==> config.mk <==
export PLATFORM = sky130hd
export DESIGN_NAME = sample_flow_rx
export DESIGN_NICKNAME = d
export VERILOG_FILES = /design/src/rtl/sample_flow_rx.sv
export SDC_FILE = /design/constraint.sdc
export NUM_CORES = 1
export LEC_CHECK = 0
export ABC_AREA = 1
export BUFFER_PORTS_ARGS = -buffer_cell sky130_fd_sc_hd__buf_2
export CAP_MARGIN = 25
export CORE_MARGIN = 2
export CORE_UTILIZATION = 40
export CTS_BUF_LIST = sky130_fd_sc_hd__clkbuf_16
export DETAILED_ROUTE_END_ITERATION = 7
export GPL_TIMING_DRIVEN = 1
export PLACE_DENSITY_LB_ADDON = 0.2
export SETUP_SLACK_MARGIN = 0.2
export SYNTH_ARGS = -nofsm -noshare
export SYNTH_HDL_FRONTEND = slang
export SYNTH_SLANG_ARGS = --single-unit
==> constraint.sdc <==
create_clock -name clk -period 5.39 [get_ports clk]
set_clock_uncertainty 0.05 [all_clocks]
set_input_delay 0.2695 -clock clk [delete_from_list [all_inputs] [get_ports clk]]
set_output_delay 0.2695 -clock clk [all_outputs]
set_load 0.02 [all_outputs]
==> src/rtl/sample_flow_rx.sv <==
// Purpose:      receive bytes from a remote strobe-based sample-flow transmitter into a small FIFO.
// Latency:      with SYNC_STAGES=2, a byte is at the FIFO head after the 3rd clk edge that samples rx_stb high.
// Backpressure: valid/ready output; when full, new bytes are dropped (sticky overflow) unless a pop happens in the same cycle.
//
// Ports:
//   clk, reset          single clock; asynchronous active-high reset
//   rx_data/rx_stb/rx_par  remote byte, strobe (rising edge = new byte), even-parity bit
//   out_data/out_valid/out_ready  FIFO head, valid/ready handshake
//   seg                 hex seven-segment image of the last accepted byte's low nibble (seg[0]=a .. seg[6]=g)
//   level               FIFO occupancy, 0..DEPTH
//   overflow            sticky: a byte was dropped because the FIFO was full
//   parity_err          sticky: a byte was dropped on parity mismatch
//
// Build option: define SAMPLE_FLOW_RX_PARITY_EN to check even parity on rx_par; otherwise
// rx_par is ignored and parity_err is tied low.
// DEPTH must be a power of two in 2..16; SYNC_STAGES must be at least 2.
module sample_flow_rx #(
  parameter int DEPTH       = 4,
  parameter int SYNC_STAGES = 2
) (
  input  logic                     clk,
  input  logic                     reset,
  input  logic [7:0]               rx_data,
  input  logic                     rx_stb,
  input  logic                     rx_par,
  output logic [7:0]               out_data,
  output logic                     out_valid,
  input  logic                     out_ready,
  output logic [6:0]               seg,
  output logic [$clog2(DEPTH):0]   level,
  output logic                     overflow,
  output logic                     parity_err
);

  localparam int AW = $clog2(DEPTH);
  localparam logic [AW:0] FULL_LVL = (AW+1)'(DEPTH);

  // ---------------------------------------------------------------------------
  // Input synchronizers. Data, parity and strobe move in lockstep so the byte
  // seen at the capture point is the one the strobe edge announced.
  // ---------------------------------------------------------------------------
  logic [SYNC_STAGES-1:0]      stb_sync;
  logic [SYNC_STAGES-1:0][7:0] data_sync;
  logic                        stb_hist;

  always_ff @(posedge clk or posedge reset) begin
    if (reset) begin
      stb_sync  <= '0;
      data_sync <= '0;
      stb_hist  <= 1'b0;
    end else begin
      stb_sync  <= {stb_sync[SYNC_STAGES-2:0], rx_stb};
      data_sync <= {data_sync[SYNC_STAGES-2:0], rx_data};
      stb_hist  <= stb_sync[SYNC_STAGES-1];
    end
  end

  logic [7:0] byte_s;
  logic       capture;
  logic       par_bad;

  assign byte_s  = data_sync[SYNC_STAGES-1];
  // Only a synchronized 0->1 transition captures; a held strobe captures once.
  // The history flop resets to 0, so a strobe held across reset release is a new edge.
  assign capture = stb_sync[SYNC_STAGES-1] & ~stb_hist;

`ifdef SAMPLE_FLOW_RX_PARITY_EN
  logic [SYNC_STAGES-1:0] par_sync;

  always_ff @(posedge clk or posedge reset) begin
    if (reset) begin
      par_sync <= '0;
    end else begin
      par_sync <= {par_sync[SYNC_STAGES-2:0], rx_par};
    end
  end

  // Even parity: the 9-bit XOR over {par, data} must be zero.
  assign par_bad = ^{par_sync[SYNC_STAGES-1], byte_s};

  // Parity drop wins over a full FIFO, so only parity_err records it.
  always_ff @(posedge clk or posedge reset) begin
    if (reset) begin
      parity_err <= 1'b0;
    end else if (capture && par_bad) begin
      parity_err <= 1'b1;
    end
  end
`else
  logic unused_rx_par;

  assign unused_rx_par = rx_par;
  assign par_bad       = 1'b0;
  assign parity_err    = 1'b0;
`endif

  // ---------------------------------------------------------------------------
  // FIFO. Storage is reset so out_data reads 0 immediately under reset.
  // ---------------------------------------------------------------------------
  logic [DEPTH-1:0][7:0] mem;
  logic [AW-1:0]         wr_ptr;
  logic [AW-1:0]         rd_ptr;
  logic [AW:0]           count;
  logic                  full;
  logic                  pop;
  logic                  push;
  logic                  drop_full;

  assign full      = (count == FULL_LVL);
  assign pop       = out_valid & out_ready;
  // A full FIFO still accepts a write when the head leaves in the same cycle.
  assign push      = capture & ~par_bad & (~full | pop);
  assign drop_full = capture & ~par_bad & full & ~pop;

  assign out_valid = (count != '0);
  assign out_data  = mem[rd_ptr];
  assign level     = count;

  // Hex digit to segments, bit 0 = a ... bit 6 = g, active-high.
  function automatic logic [6:0] hex7(input logic [3:0] n);
    hex7 = 7'b0000000;
    case (n)
      4'h0: hex7 = 7'b0111111;
      4'h1: hex7 = 7'b0000110;
      4'h2: hex7 = 7'b1011011;
      4'h3: hex7 = 7'b1001111;
      4'h4: hex7 = 7'b1100110;
      4'h5: hex7 = 7'b1101101;
      4'h6: hex7 = 7'b1111101;
      4'h7: hex7 = 7'b0000111;
      4'h8: hex7 = 7'b1111111;
      4'h9: hex7 = 7'b1101111;
      4'hA: hex7 = 7'b1110111;
      4'hB: hex7 = 7'b1111100;
      4'hC: hex7 = 7'b1011000;  // lowercase c
      4'hD: hex7 = 7'b1011110;
      4'hE: hex7 = 7'b1111001;
      4'hF: hex7 = 7'b1110001;
      default: hex7 = 7'b0000000;
    endcase
  endfunction

  always_ff @(posedge clk or posedge reset) begin
    if (reset) begin
      mem      <= '0;
      wr_ptr   <= '0;
      rd_ptr   <= '0;
      count    <= '0;
      seg      <= 7'b0000000;
      overflow <= 1'b0;
    end else begin
      if (push) begin
        mem[wr_ptr] <= byte_s;
        wr_ptr      <= wr_ptr + 1'b1;  // wraps modulo DEPTH (power of two)
        seg         <= hex7(byte_s[3:0]);
      end
      if (pop) begin
        rd_ptr <= rd_ptr + 1'b1;
      end
      if (push && !pop) begin
        count <= count + 1'b1;
      end else if (pop && !push) begin
        count <= count - 1'b1;
      end
      if (drop_full) begin
        overflow <= 1'b1;
      end
    end
  end

endmodule

==> results.md <==
* Status: complete, no violations
* Sequential area share after synthesis at 0.5421
* Antenna-violating nets left at 0
* Total number of vias at between 2,000 and 2,500
* Hold Buf Count CTS at 9
* Register Area at between 0.0015 and 0.002 sq mm
* DR pass1 iterations at 4
* Setup Fix Bufs, Post-CTS at 0
* Final net count at 393
* Post-synth EDFFs at 0
* Post-CTS sizing at 0
* VDD IR max at around 0.28 mV
* Ant diodes at 0
* Die area at between 0.008 and 0.009 sq mm
* Avg WL per Cell at between 10 and 15 um
* Cts bufs inserted at 9
* Worst-path clk slew at approximately 50 ps
* P&R area growth vs syn at 17.95%
* Synth Net Count at roughly 360
* CTS tree: done
* Tcrit/Tclk final at 0.4938
* MaxCap Viol Count at 0
* Max transition margin at 0.3950
* RSZ-0062 raised after global routing: false
* Die W at between 90 and 100 um
* Area after DPL at 0.003216 sq mm
* Async S/R FF share, synth at 1.000
* Period minus WS final at about 2700 ps
* Tightest Pin Transition at ~910 ps
* Crit Path Max Fanout at 38
* Final Hold Vio Count at 0
* Worst Path Required at around 5600 ps
* Final setup viols at 0
* Die span in y at a little over 90 um
* # IOs at 34
* Total core area at 0.007331 sq mm
* Routability cong. at 0.8756
* Num rows at 31
* Largest net degree at the start of global routing at 67
* Layout fillers at ~700
* Layout cells sized above 1 at 0.1586
* DRT iter0 DRCs at roughly 150
* Multi-input gate area at roughly 0.0012 sq mm
* Clk Latency, worst-skew pair at 330 ps
* Cell family with most CP delay: simple AND/OR/NAND/NOR gates
* Fin. max-slew vios at 0
* Crit-path cells: nor2_4, nand2_4, inv_2, ha_1, inv_1, fa_1, mux2_2
* Pleak at approximately 0.0018 uW
* WP buf/inv at 2
* Setup crit end kind: flop
* Crit-path max cell delay at between 700 and 800 ps
* Max Freq at around 0.38 GHz
* Mapped Area at 0.003047 sq mm
* Startpoint Class: flop
* Worst reg2reg path depth at 7
* Mapped Cells at around 330
* HPWL after DPL at 4057 um
* WL final at ~6700 um
* Final setup TNS at 0 ps
* All-Layer GR Usage at 0.1782
* H-tree lvl count at 3
* Yosys reg bits at 66
* Initial Util at 0.4156
* # DRC at 0
* Clk buf depth at 2
* Slowest cell on the critical path: nor2_4
* Post-synthesis average cell area at 9.149 sq um
* Synth warn at 0
* Clock tree sinks at between 60 and 70
* Unique masters post-synth at 26
* Worst min path class: input pin to async pin
* Dominant synthesized flop cell: dfrtp_1
* IO Port Bufs at 31
* Global-route wire length before repair at ~12,000 um
* Critical path depth in cells at 7
* P per Cell Area at roughly 570 mW/mm^2
* GR Overflow Total at 0
* Crit path DAT at about 2800 ps
* Post-route cell area at between 0.003 and 0.004 sq mm
* Vias/cell at about 5.0
* Clock root buffer master: clkbuf_16
* Vias in the first global route at ~2,300
* Initial antenna violation count at 0
* WS Path Type: flop to flop
==> worst reg2reg max path: cells and delay by family (launching register included) <==
kind / cells / cell delay, ps
simple gates: 2 / 920
fa+ha+maj: 2 / 630
flops: 1 / 390
buf+inv: 2 / 290
mux: 1 / 270
==> area by class of cell <==
cell class                 instances  area share
clock buffer                       9     0.06267
timing repair buffer              41     0.07033
multi-input combinational        232      0.3377
clock inverter                     7     0.01741
tap                               99     0.03447
inverter                          17     0.01776
sequential                        66      0.4596
==> power by group <==
part,internal (uW),switching (uW),leakage [uW]
sequential,662,131,0.000802
clock,352,206,0.000145
combinational,241,444,0.000892
==> synthesized netlist by cell type (3+ instances only) <==
library cell,number,share of area
inv_1,15,0.018
nor2_1,16,0.020
nand3_1,3,0.0049
nand4_1,32,0.066
clkbuf_1,5,0.0062
nand3_2,4,0.013
ha_1,12,0.049
buf_6,5,0.018
o21ai_0,20,0.033
buf_2,7,0.011
dfrtp_1,66,0.54
nand2_1,122,0.15
o22ai_1,8,0.016
==> layer usage <==
metal | vias to the layer above | part of all wire | global-route usage
met3 | 7 | 0.038 | 0.04232
met1 | 1126 | 0.50 | 0.2543
met2 | 54 | 0.44 | 0.2630
met5 | - | 0 | 0
met4 | 0 | 0.015 | 0.06818
li1 | 1161 | - | -
==> sequential cells by signal (all words and copies together) (netlist names) <==
signal     count
mem           32
wr_ptr         2
rd_ptr         2
level          3
overflow       1
stb_hist       1
stb_sync       2
byte_s         8
seg            7
data_sync      8
==> worst paths after layout <==
path	startpoint	to	slack (ps)
max	stb_hist	level[1]	2730
min	reset	stb_sync[0]	140
max reg2reg	stb_hist	level[1]	2730
min reg2reg	data_sync[5]	byte_s[5]	300
max in group asynchronous	reset	mem[23]	4620
min in group clk	out_ready	rd_ptr[0]	270
==> logic make-up (layout without fill, tap and decap cells) <==
logic type | Yosys count | after routing | synth area share
other | 1 | 1 | 0.001231
AND/OR/NAND/NOR | 183 | 183 | 0.2715
adder cells (fa/ha/maj) | 13 | 13 | 0.05585
XOR/XNOR | 4 | 4 | 0.01150
AO/OA/AOI/OAI | 30 | 30 | 0.05462
flip-flops | 66 | 66 | 0.5421
multiplexers | 1 | 1 | 0.003696
buffers and inverters | 35 | 74 | 0.05955
==> cell usage in the layout (no fill, tap or decap), drive strengths merged, types with 3 or more instances in the layout <==
| cell | count |
|---|---|
| buf | 32 |
| clkbuf | 9 |
| clkinv | 3 |
| dfrtp | 66 |
| dlygate4sd3 | 9 |
| ha | 12 |
| inv | 19 |
| nand2 | 124 |
| nand3 | 7 |
| nand4 | 32 |
| nor2 | 19 |
| o21ai | 20 |
| o22ai | 8 |
==> stage by stage <==
stage | utilization | hold WS (ps) | instances | power (uW) | setup WS [ps]
after global routing | 0.4902 | 229.4 | 471 | 2186 | 2440
final | 0.4902 | 141.2 | 471 | 2036 | 2728
after detailed placement | 0.4386 | 285.5 | 446 | 1483 | 2716
after global placement | 0.4386 | 282.6 | 446 | 1475 | 2723
after floorplan | - | 250.9 | 333 | 1280 | 3276
after CTS | 0.4902 | 167.3 | 471 | 2059 | 2698
(Power assumes the default switching activity.)
